`config.mk`:
```
export PLATFORM = sky130hd
export DESIGN_NAME = dmem_arbiter
export DESIGN_NICKNAME = d
export VERILOG_FILES = /design/src/rtl/dmem_arbiter.sv
export SDC_FILE = /design/constraint.sdc
export NUM_CORES = 1
export LEC_CHECK = 0
export ABC_AREA = 1
export BUFFER_PORTS_ARGS = -buffer_cell sky130_fd_sc_hd__buf_2
export CORE_AREA = 4 4 115 117
export CTS_BUF_LIST = sky130_fd_sc_hd__clkbuf_2
export DETAILED_ROUTE_END_ITERATION = 16
export DIE_AREA = 0 0 119 121
export PLACE_DENSITY = 0.7
export REMOVE_ABC_BUFFERS = 1
export SYNTH_ARGS = -nofsm -noshare
export SYNTH_HDL_FRONTEND = slang
export SYNTH_SLANG_ARGS = --single-unit
```
`constraint.sdc`:
```
create_clock -name clk -period 2.3 [get_ports clk]
set_clock_uncertainty 0.15 [all_clocks]
set_input_delay 0.23 -clock clk [delete_from_list [all_inputs] [get_ports clk]]
set_output_delay 0.23 -clock clk [all_outputs]
set_load 0.05 [all_outputs]
```
`src/rtl/dmem_arbiter.sv`:
```
// rtl/dmem_arbiter.sv - two-port round-robin arbiter sharing the single-port data memory
//
// Port 0 is the CPU load/store path, port 1 the memory-init/DMA loader.
// At most one word access is granted per cycle, and the response is
// registered one cycle after the accept.
//
// Ports:
//   clk, reset                  clock; asynchronous active-low reset
//   reqN_valid/we/addr/wdata    request from port N (held until reqN_ready)
//   reqN_ready                  combinational grant/accept for port N
//   rspN_valid/rdata/err        registered response pulse for port N
//   mem_addr/din/read/write     drive to the single-port memory
//   mem_dout                    asynchronous read data from memory
module dmem_arbiter #(
    parameter int MAX_BURST = 4,
    parameter int MEM_DEPTH = 16384
) (
    input  logic        clk,
    input  logic        reset,
    input  logic        req0_valid,
    output logic        req0_ready,
    input  logic        req0_we,
    input  logic [31:0] req0_addr,
    input  logic [31:0] req0_wdata,
    output logic        rsp0_valid,
    output logic [31:0] rsp0_rdata,
    output logic        rsp0_err,
    input  logic        req1_valid,
    output logic        req1_ready,
    input  logic        req1_we,
    input  logic [31:0] req1_addr,
    input  logic [31:0] req1_wdata,
    output logic        rsp1_valid,
    output logic [31:0] rsp1_rdata,
    output logic        rsp1_err,
    output logic [31:0] mem_addr,
    output logic [31:0] mem_din,
    output logic        mem_read,
    output logic        mem_write,
    input  logic [31:0] mem_dout
);

    localparam logic [1:0] ST_IDLE = 2'd0;
    localparam logic [1:0] ST_OWN0 = 2'd1;
    localparam logic [1:0] ST_OWN1 = 2'd2;

    localparam int              CW         = $clog2(MAX_BURST + 1);
    localparam logic [CW-1:0]   BURST_MAX  = CW'(MAX_BURST);
    // 34-bit limit so 4*MEM_DEPTH cannot wrap against a 32-bit address.
    localparam logic [33:0]     ADDR_LIMIT = 34'(4 * MEM_DEPTH);

    logic [1:0]    state;
    logic [CW-1:0] beat_cnt;
    logic          rr_last;

    logic          grant_any;
    logic          grant_port;
    logic          accept;
    logic          sel_we;
    logic [31:0]   sel_addr;
    logic [31:0]   sel_wdata;
    logic          sel_err;
    logic          good_read;
    logic          same_owner;

    // Owner keeps the memory while under its burst budget, or indefinitely
    // when the other port has nothing to do; otherwise round-robin decides.
    always_comb begin
        grant_any  = 1'b0;
        grant_port = 1'b0;
        if (state == ST_OWN0 && req0_valid && (beat_cnt < BURST_MAX || !req1_valid)) begin
            grant_any  = 1'b1;
            grant_port = 1'b0;
        end else if (state == ST_OWN1 && req1_valid && (beat_cnt < BURST_MAX || !req0_valid)) begin
            grant_any  = 1'b1;
            grant_port = 1'b1;
        end else if (req0_valid && req1_valid) begin
            grant_any  = 1'b1;
            grant_port = ~rr_last;
        end else if (req0_valid) begin
            grant_any  = 1'b1;
            grant_port = 1'b0;
        end else if (req1_valid) begin
            grant_any  = 1'b1;
            grant_port = 1'b1;
        end
    end

    // Gating with reset makes every combinational output drop the moment
    // reset asserts, not at the next edge.
    assign accept     = grant_any & reset;
    assign req0_ready = accept & ~grant_port;
    assign req1_ready = accept &  grant_port;

    assign sel_we    = grant_port ? req1_we    : req0_we;
    assign sel_addr  = grant_port ? req1_addr  : req0_addr;
    assign sel_wdata = grant_port ? req1_wdata : req0_wdata;
    assign sel_err   = (sel_addr[1:0] != 2'b00) | ({2'b00, sel_addr} >= ADDR_LIMIT);
    assign good_read = accept & ~sel_we & ~sel_err;

    assign mem_addr  = accept ? sel_addr  : 32'h0;
    assign mem_din   = accept ? sel_wdata : 32'h0;
    assign mem_write = accept &  sel_we & ~sel_err;
    assign mem_read  = good_read;

    assign same_owner = (state == ST_OWN0 && !grant_port) || (state == ST_OWN1 && grant_port);

    always_ff @(posedge clk or negedge reset) begin
        if (!reset) begin
            state      <= ST_IDLE;
            beat_cnt   <= '0;
            rr_last    <= 1'b1;
            rsp0_valid <= 1'b0;
            rsp0_rdata <= 32'h0;
            rsp0_err   <= 1'b0;
            rsp1_valid <= 1'b0;
            rsp1_rdata <= 32'h0;
            rsp1_err   <= 1'b0;
        end else begin
            rsp0_valid <= req0_ready;
            rsp0_err   <= req0_ready & sel_err;
            rsp0_rdata <= (req0_ready && good_read) ? mem_dout : 32'h0;
            rsp1_valid <= req1_ready;
            rsp1_err   <= req1_ready & sel_err;
            rsp1_rdata <= (req1_ready && good_read) ? mem_dout : 32'h0;

            if (accept) begin
                rr_last <= grant_port;
                if (same_owner) begin
                    if (beat_cnt != BURST_MAX) begin
                        beat_cnt <= beat_cnt + CW'(1);
                    end
                end else begin
                    state    <= grant_port ? ST_OWN1 : ST_OWN0;
                    beat_cnt <= CW'(1);
                end
            end else begin
                state    <= ST_IDLE;
                beat_cnt <= '0;
            end
        end
    end

endmodule

```
==> results of run 1 <==
[synthesized netlist by cell type, types with 2 or more instances]
library cell,instances
sky130_fd_sc_hd__o21ai_1,2
sky130_fd_sc_hd__ha_1,2
sky130_fd_sc_hd__nor2_1,87
sky130_fd_sc_hd__a22o_1,32
sky130_fd_sc_hd__a21oi_1,28
sky130_fd_sc_hd__buf_6,9
sky130_fd_sc_hd__nor2_4,2
sky130_fd_sc_hd__nand2_1,80
sky130_fd_sc_hd__buf_2,9
sky130_fd_sc_hd__nand2_2,5
sky130_fd_sc_hd__inv_1,55
sky130_fd_sc_hd__dfrtp_1,73
sky130_fd_sc_hd__nand4_4,2
sky130_fd_sc_hd__o21ai_0,3
sky130_fd_sc_hd__nand3_2,2
sky130_fd_sc_hd__clkbuf_1,6
sky130_fd_sc_hd__nor2_2,4
sky130_fd_sc_hd__nand4_1,9
[worst max-delay path: stages, from the launching register on]
cell	delay, ns
sky130_fd_sc_hd__dfstp_2	0.58
sky130_fd_sc_hd__nand2_1	0.06
sky130_fd_sc_hd__inv_2	0.09
sky130_fd_sc_hd__nand2_8	0.09
sky130_fd_sc_hd__inv_4	0.07
sky130_fd_sc_hd__nor2_4	0.04
sky130_fd_sc_hd__buf_12	0.13
sky130_fd_sc_hd__buf_4	0.14
sky130_fd_sc_hd__nor2_4	0.20
sky130_fd_sc_hd__buf_4	0.19
sky130_fd_sc_hd__a22o_2	0.21
sky130_fd_sc_hd__buf_12	0.15
[power by group]
| group | internal (mW) | total, mW | leakage (nW) | switching (mW) |
|---|---|---|---|---|
| logic | 0.581 | 1.39 | 2.96 | 0.811 |
| clock network | 0.268 | 0.731 | 0.0728 | 0.462 |
| registers | 1.32 | 1.32 | 1.02 | 0.00748 |
[layout make-up]
class                   count  share of cell area (%)
inverters                  55                    2.98
clock inverters             5                   0.909
multi-input cells         268                    23.8
flip-flops and latches     74                    26.4
clock buffers              11                   0.784
repair buffers            398                    41.9
well taps                 172                    3.06
diodes                      2                  0.0713
[registers in the layout (all words and copies together) (netlist names)]
| name | flops |
|---|---|
| rr_last | 1 |
| rsp0_valid | 1 |
| state | 2 |
| beat_cnt | 3 |
| rsp0_err | 1 |
| rsp1_rdata | 32 |
| rsp1_valid | 1 |
| rsp1_err | 1 |
| rsp0_rdata | 32 |
[path summary, 6_finish.rpt]
| check | to | cells past startpoint | slack [ns] |
|---|---|---|---|
| max | mem_din[26] | 11 | -0.55 |
| max in group asynchronous | beat_cnt[2] | 3 | 0.99 |
| min | rsp0_valid | 4 | 0.15 |
| min reg2reg | beat_cnt[1] | 2 | 0.45 |
| max reg2reg | rsp1_rdata[0] | 15 | -0.09 |
| min in group asynchronous | rsp1_rdata[2] | 3 | 0.37 |
[cell families (layout without fill, tap and decap cells)]
| family | count (synthesis) | after routing | share of synthesized area (%) |
|---|---|---|---|
| AOI/OAI and AO/OA | 66 | 66 | 12.6 |
| other | 0 | 2 | 0 |
| adders and majority gates | 2 | 2 | 0.696 |
| and+or+nand+nor | 195 | 198 | 23.9 |
| buffers and inverters | 80 | 469 | 10.9 |
| xor gates and xnor gates | 2 | 2 | 0.487 |
| DFF | 74 | 74 | 51.5 |
[what timing repair did]
action                                  4_1_cts  5_1_grt
hold endpoints to repair                    137        0
endpoints found under the setup margin      125      134
pin swaps                                    14       34
resized for setup                           131       85
buffers inserted                             13       12
cloned                                        4        3
hold buffers                                 33        0
[metal layers]
metal	part of all wire, %	global-route usage (%)	vias to the layer above
met4	3.6	8.69	4
met5	0.16	0	-
met1	37	24.2	2052
li1	-	-	2099
met2	51	34.7	235
met3	8.4	6.39	39
[through the flow]
step / cell area, um2 / setup TNS [ns] / utilization (%) / power, mW / hold WS, ns
6_report: 7020 / -26.79 / 56.8 / 3.45 / 0.147
5_1_grt: 7020 / -42.44 / 56.8 / 3.62 / 0.140
4_1_cts: 6590 / -25.00 / 53.3 / 3.33 / 0.115
3_5_place_dp: 5560 / -0.326 / 45.0 / 2.38 / 0.319
3_3_place_gp: 5560 / -0.0856 / 45.0 / 2.38 / 0.317
2_1_floorplan: 3410 / -221.97 / - / 1.95 / -0.216
==> impl_table.tex, run 1 <==
\begin{tabular}{lr}
\hline
Metric & Value \\
\hline
\multicolumn{2}{l}{\textbf{Status}} \\
\quad Run status & complete, but fails checks \\
\quad Failing checks & negative setup slack \\
\multicolumn{2}{l}{\textbf{Synth}} \\
\quad Synth async-reset ratio & 100\% \\
\quad Share of the synthesized area in the top cell type & 50.8\% \\
\quad Leading cell types by total area after synthesis & sky130\_fd\_sc\_hd\_\_dfrtp\_1 51\%, sky130\_fd\_sc\_hd\_\_nor2\_1 9.1\%, sky130\_fd\_sc\_hd\_\_nand2\_1 8.3\%, sky130\_fd\_sc\_hd\_\_a22o\_1 7.8\%, sky130\_fd\_sc\_hd\_\_inv\_1 5.7\% \\
\quad Prevailing post-synth register cell & sky130\_fd\_sc\_hd\_\_dfrtp\_1 \\
\quad Biggest area consumer among synthesized cells & sky130\_fd\_sc\_hd\_\_dfrtp\_1 \\
\quad Seq/Total Area, Yosys & 51.5\% \\
\quad Post-synthesis sequential element count & 74 \\
\quad Mapped Area & 0.00360 mm2 \\
\quad Post-synthesis cell type count & 27 \\
\quad Number of enable flip-flop cells after synthesis & 0 \\
\quad Number of cells produced by synthesis & 419 \\
\quad Yosys warnings & 0 \\
\quad Mean instance size in the synthesized netlist & 8.59 um2 \\
\multicolumn{2}{l}{\textbf{Min path}} \\
\quad Startpoint of the tightest hold check path & reset \\
\quad HP Class & input pin to flop \\
\multicolumn{2}{l}{\textbf{Place}} \\
\quad Placed instance count & 903 \\
\quad Placer's final routability congestion estimate & 0.882 \\
\quad Worst slack after detailed placement & -0.0863 ns \\
\quad Post-DP HPWL & 11300 um \\
\quad Port-buffer cells & 301 \\
\multicolumn{2}{l}{\textbf{Clocking}} \\
\quad CTS clock-pin slew for the worst setup and hold paths & 0.21 ns \\
\quad TritonCTS Buffers & 9 \\
\quad CTS tree & yes \\
\quad H-tree depth reported by CTS & 3 \\
\quad Cell chosen for the clock root & sky130\_fd\_sc\_hd\_\_clkbuf\_2 \\
\quad CTS Sinks & 74 \\
\quad Clock latency on the worst-skew pair & 0.50 ns \\
\quad Longest Clk Path Bufs & 2 \\
\multicolumn{2}{l}{\textbf{STA}} \\
\quad Worst rel slew slack & 40.5\% \\
\quad Slew at the pin closest to its max-slew limit & 0.893 ns \\
\quad Final clock period utilization by the worst path & 124\% \\
\quad Setup Viol. Count Final & 127 \\
\quad Final critical-path required period & 2.85 ns \\
\quad RSZ-0062 raised after global routing & yes \\
\quad Final Slew Violations & 0 \\
\quad Final Hold Violating Endpoints & 0 \\
\quad Highest attainable clock frequency & 351 MHz \\
\quad Slack of the critical path & -0.550 ns \\
\multicolumn{2}{l}{\textbf{Finish}} \\
\quad Commonest cells after routing, fill and taps aside & 234 x sky130\_fd\_sc\_hd\_\_buf\_2, 71 x sky130\_fd\_sc\_hd\_\_nor2\_1, 71 x sky130\_fd\_sc\_hd\_\_dfrtp\_1 \\
\quad Area added between synthesis and finish & 95.2\% \\
\quad Area taken by multi-input logic gates & 0.00167 mm2 \\
\quad Area used by sequential logic in the layout & 0.00186 mm2 \\
\quad Number of fill cells in the layout & 1040 \\
\quad Net count, final & 974 \\
\quad Most common cell after layout, fill and taps aside & sky130\_fd\_sc\_hd\_\_buf\_2 \\
\quad Share of cells above drive strength 1 & 56.7\% \\
\quad Non-filler instance count after layout & 985 \\
\multicolumn{2}{l}{\textbf{Worst setup path}} \\
\quad Startpoint of the worst register-to-register path & rr\_last \\
\quad Critical path startpoint & rr\_last \\
\quad Data arrival at the endpoint of the critical path & 2.47 ns \\
\quad Crit. End Element & output port \\
\quad Sort of element at the start of the critical path & flop \\
\quad Worst setup path category & flop to output port \\
\quad Required @ worst endpoint & 1.92 ns \\
\quad Critical path fanouts, max & 11 \\
\multicolumn{2}{l}{\textbf{Floorplanning}} \\
\quad I/O pins & 302 \\
\quad Die Y-Extent & 121 um \\
\quad Die footprint & 0.0144 mm2 \\
\quad Die Span X & 119 um \\
\quad Standard cell core area & 0.0124 mm2 \\
\quad Effective utilization at floorplan & 29.1\% \\
\quad Row count & 41 \\
\multicolumn{2}{l}{\textbf{Detailed routing}} \\
\quad Mean number of vias per cell & 4.50 \\
\quad Violation count after the first detailed-routing iteration & 269 \\
\quad Number of nets with antenna violations after detailed routing & 0 \\
\quad Vias after detailed routing & 4429 \\
\quad Post-Route WL & 16600 um \\
\quad Average wire per standard cell & 16.8 um \\
\quad Count of TritonRoute iterations in the first routing pass & 4 \\
\quad Number of remaining DRC errors & 0 \\
\multicolumn{2}{l}{\textbf{Pwr}} \\
\quad Areal power density over the cells & 491 mW/mm2 \\
\quad Leak & 4.06 nW \\
\quad Worst vdd rail ir drop & 218 uV \\
\multicolumn{2}{l}{\textbf{Global routing}} \\
\quad Number of antenna violations at the first check in global routing & 5 \\
\quad Total Routing Usage GR & 20.6\% \\
\quad Global-route wire length before repair & 23100 um \\
\quad Pin count of the biggest net entering global routing & 75 \\
\quad Number of global-route vias before repair & 4392 \\
\quad Total congestion overflow after global routing & 0 \\
\multicolumn{2}{l}{\textbf{Run}} \\
\quad Max-capacitance violation count & 0 \\
\hline
\end{tabular}
Note: power is estimated with default switching activity, not from simulation.
==> inputs of run 2 (changes only) <==
--- a/config.mk
+++ b/config.mk
@@ -16,3 +16,4 @@
 export SYNTH_ARGS = -nofsm -noshare
 export SYNTH_HDL_FRONTEND = slang
 export SYNTH_SLANG_ARGS = --single-unit
+export TNS_END_PERCENT = 5
==> run 2 against run 1 <==
  * The flow still finishes with violations (negative setup slack)
  * Combinational power decreased by 5%
  * Via count is 1.9% lower
  * Clock-buffer cell count unchanged
  * Die area stayed put
  * Sequential cell count is the same
  * Non-clock buffer count fell by 15
  * Maximum frequency up 1.9%
  * Register-to-register slack improved by 0.04 ns
  * Wire length decreased by 5.2%
  * Hold slack got worse by 0.014 ns
  * Worst setup slack improved by 0.052 ns
  * Critical path type unchanged
  * Largest cell class unchanged
==> impl_table.tex, run 2 (synthesis gave the netlist of run 1 again) <==
\begin{tabular}{lr}
\hline
Metric & Value \\
\hline
\multicolumn{2}{l}{\textbf{Worst setup path}} \\
\quad Minimum setup slack among reg-to-reg paths & -0.05 ns (+0.04 ns) \\
\quad Depth of the most critical reg-to-reg path & 13 (-2) \\
\quad Required @ worst endpoint & 1.92 ns (about the same) \\
\quad Worst setup path category & flop to output port \\
\quad Sort of element at the start of the critical path & flop \\
\quad Critical path fanouts, max & 16 (+5) \\
\quad Startpoint of the worst register-to-register path & rr\_last \\
\quad Reg-to-reg critical path endpoint & rsp1\_rdata[0] \\
\quad Data arrival at the endpoint of the critical path & 2.42 ns (-0.05 ns) \\
\quad Crit. End Element & output port \\
\multicolumn{2}{l}{\textbf{Clocking}} \\
\quad Longest Clk Path Bufs & 2 (unchanged) \\
\quad CTS Sinks & 74 (unchanged) \\
\quad CTS tree & yes \\
\quad TritonCTS Buffers & 9 (unchanged) \\
\quad CTS clock-pin slew for the worst setup and hold paths & 0.21 ns (about the same) \\
\quad H-tree depth reported by CTS & 3 (unchanged) \\
\quad Cell chosen for the clock root & sky130\_fd\_sc\_hd\_\_clkbuf\_2 \\
\quad Clock latency on the worst-skew pair & 0.48 ns (-0.02 ns) \\
\multicolumn{2}{l}{\textbf{Finish}} \\
\quad Commonest cells after routing, fill and taps aside & 234 x sky130\_fd\_sc\_hd\_\_buf\_2, 78 x sky130\_fd\_sc\_hd\_\_nor2\_1, 74 x sky130\_fd\_sc\_hd\_\_nand2\_1 \\
\quad Share of cells above drive strength 1 & 54.1\% (-2.6 points) \\
\quad Biggest registers after layout & rsp0\_rdata: 32 flops, rsp1\_rdata: 32 flops, beat\_cnt: 3 flops \\
\quad Number of fill cells in the layout & 1078 (+3.7\%) \\
\quad Most common cell after layout, fill and taps aside & sky130\_fd\_sc\_hd\_\_buf\_2 \\
\quad Net count, final & 958 (-1.6\%) \\
\quad Final design utilization & 55.0\% (-1.8 points) \\
\quad Area added between synthesis and finish & 89.0\% \\
\multicolumn{2}{l}{\textbf{Floorplanning}} \\
\quad Die Y-Extent & 121 um (unchanged) \\
\quad Row count & 41 (unchanged) \\
\quad Effective utilization at floorplan & 29.1\% (unchanged) \\
\quad I/O pins & 302 (unchanged) \\
\quad Die footprint & 0.0144 mm2 (unchanged) \\
\quad Standard cell core area & 0.0124 mm2 (unchanged) \\
\quad Die Span X & 119 um (unchanged) \\
\multicolumn{2}{l}{\textbf{STA}} \\
\quad Tightest hold margin & 0.134 ns (-0.0136 ns) \\
\quad Final critical-path required period & 2.80 ns (-0.0520 ns) \\
\quad Worst rel slew slack & 41.1\% (+0.64 points) \\
\quad Slew at the pin closest to its max-slew limit & 0.883 ns (-0.00958 ns) \\
\quad Final Slew Violations & 0 (unchanged) \\
\quad Slack of the critical path & -0.498 ns (+0.0520 ns) \\
\quad Highest attainable clock frequency & 357 MHz (+1.9\%) \\
\quad Setup Viol. Count Final & 88 (-31\%) \\
\quad Final Hold Violating Endpoints & 0 (unchanged) \\
\quad Final clock period utilization by the worst path & 122\% (-2.3 points) \\
\quad RSZ-0062 raised after global routing & yes \\
\multicolumn{2}{l}{\textbf{Detailed routing}} \\
\quad Vias after detailed routing & 4345 (-1.9\%) \\
\quad Count of TritonRoute iterations in the first routing pass & 5 (+1) \\
\quad Average wire per standard cell & 16.2 um (-3.7\%) \\
\quad Post-Route WL & 15700 um (-5.2\%) \\
\quad Violation count after the first detailed-routing iteration & 242 (-10\%) \\
\quad Number of remaining DRC errors & 0 (unchanged) \\
\quad Mean number of vias per cell & 4.48 (-0.38\%) \\
\quad Number of nets with antenna violations after detailed routing & 0 (unchanged) \\
\multicolumn{2}{l}{\textbf{Min path}} \\
\quad Worst-case hold path end point & state[1] \\
\quad Startpoint of the tightest hold check path & req1\_valid \\
\quad HP Class & input pin to flop \\
\quad Worst Hold Depth & 4 (unchanged) \\
\multicolumn{2}{l}{\textbf{Global routing}} \\
\quad Total Routing Usage GR & 20.0\% (-0.59 points) \\
\quad Number of antenna violations at the first check in global routing & 5 (unchanged) \\
\quad Pin count of the biggest net entering global routing & 75 (unchanged) \\
\quad Total congestion overflow after global routing & 0 (unchanged) \\
\quad Global-route wire length before repair & 22400 um (-2.7\%) \\
\quad Number of global-route vias before repair & 4300 (-2.1\%) \\
\multicolumn{2}{l}{\textbf{Status}} \\
\quad Run status & complete, but fails checks \\
\quad Failing checks & negative setup slack \\
\multicolumn{2}{l}{\textbf{Pwr}} \\
\quad Overall power & 3.37 mW (-2.2\%) \\
\quad Leak & 3.96 nW (-2.3\%) \\
\quad Worst vdd rail ir drop & 199 uV (-9.0\%) \\
\quad Areal power density over the cells & 496 mW/mm2 (+1.0\%) \\
\multicolumn{2}{l}{\textbf{Run}} \\
\quad Max-capacitance violation count & 0 (unchanged) \\
\multicolumn{2}{l}{\textbf{Place}} \\
\quad Worst slack after detailed placement & -0.0863 ns (unchanged) \\
\quad Post-DP HPWL & 11300 um (unchanged) \\
\quad Placer's final routability congestion estimate & 0.882 (unchanged) \\
\quad Port-buffer cells & 301 (unchanged) \\
\hline
\end{tabular}
-- run 2: changes by cell type in the layout (fill, tap and decap cells not counted), sizes merged --
cell | before | now
diode | 2 | 3
clkbuf | 12 | 13
buf | 364 | 348
nand3 | 7 | 6
-- run 2: metrics by stage --
| stage | instance area, um2 | std cells | TNS, ns |
|---|---|---|---|
| floorplan | 3410 | 394 | -221.97 |
| global placement | 5560 | 903 | -0.0856 |
| global route | 6800 | 969 | -43.08 |
| finish | 6800 | 970 | -21.60 |
| CTS | 6430 | 958 | -25.46 |
| detailed placement | 5560 | 903 | -0.326 |
-- run 2: repair_timing --
| action | CTS | global route |
|---|---|---|
| setup endpoints to repair | 125 | 134 |
| resized for setup | 121 | 66 |
| hold buffers | 33 | 0 |
| cloned | 3 | 2 |
| endpoints found under the hold margin | 137 | 0 |
| pin swaps | 17 | 28 |
| setup buffers | 3 | 7 |
-- run 2: how the worst max path moves through the flow --
stage	startpoint	to	slack (ns)	cells after the start
detailed placement	state[0]	mem_read	-0.09	11
floorplan	req1_valid	mem_din[0]	-2.64	3
global placement	state[0]	mem_read	-0.07	11
finish	rr_last	mem_din[30]	-0.50	11
global route	state[1]	mem_write	-0.69	13
CTS	rr_last	mem_read	-0.57	14
-- run 2: cell type report --
class | count | area (um2) | share of cell area, %
antenna | 3 | 7.51 | 0.110
clock inverter | 5 | 63.8 | 0.939
multi-input combinational | 267 | 1610 | 23.7
inverter | 55 | 209 | 3.07
clock buffer | 11 | 55.1 | 0.810
sequential | 74 | 1850 | 27.3
timing repair buffer | 383 | 2780 | 40.9
tap | 172 | 215 | 3.17
-- run 2: routing by layer --
layer	share of wire, %	routed length [um]	GRT usage [%]	up-vias
met5	0.17	26	0	-
met4	3.0	465	8.69	4
met3	9.1	1430	6.39	32
met2	51	7940	33.3	239
met1	37	5840	23.7	2000
li1	-	-	-	2070
-- run 2: power breakdown --
| part | internal (mW) | switching, mW | total (mW) | leakage (nW) |
|---|---|---|---|---|
| sequential | 1.32 | 0.00713 | 1.32 | 1.02 |
| combinational | 0.545 | 0.777 | 1.32 | 2.87 |
| clock | 0.268 | 0.457 | 0.725 | 0.0728 |
| total | 2.13 | 1.24 | 3.37 | 3.96 |
-- run 2: critical path, cell delays in order (launching register included) --
cell                        delay (ns)
sky130_fd_sc_hd__dfstp_2          0.57
sky130_fd_sc_hd__nand2_1          0.06
sky130_fd_sc_hd__inv_2            0.09
sky130_fd_sc_hd__nand2_8          0.09
sky130_fd_sc_hd__inv_4            0.07
sky130_fd_sc_hd__nor2_4           0.04
sky130_fd_sc_hd__buf_12           0.13
sky130_fd_sc_hd__buf_6            0.12
sky130_fd_sc_hd__nor2_4           0.21
sky130_fd_sc_hd__clkbuf_16        0.23
sky130_fd_sc_hd__a22o_1           0.15
sky130_fd_sc_hd__buf_6            0.16
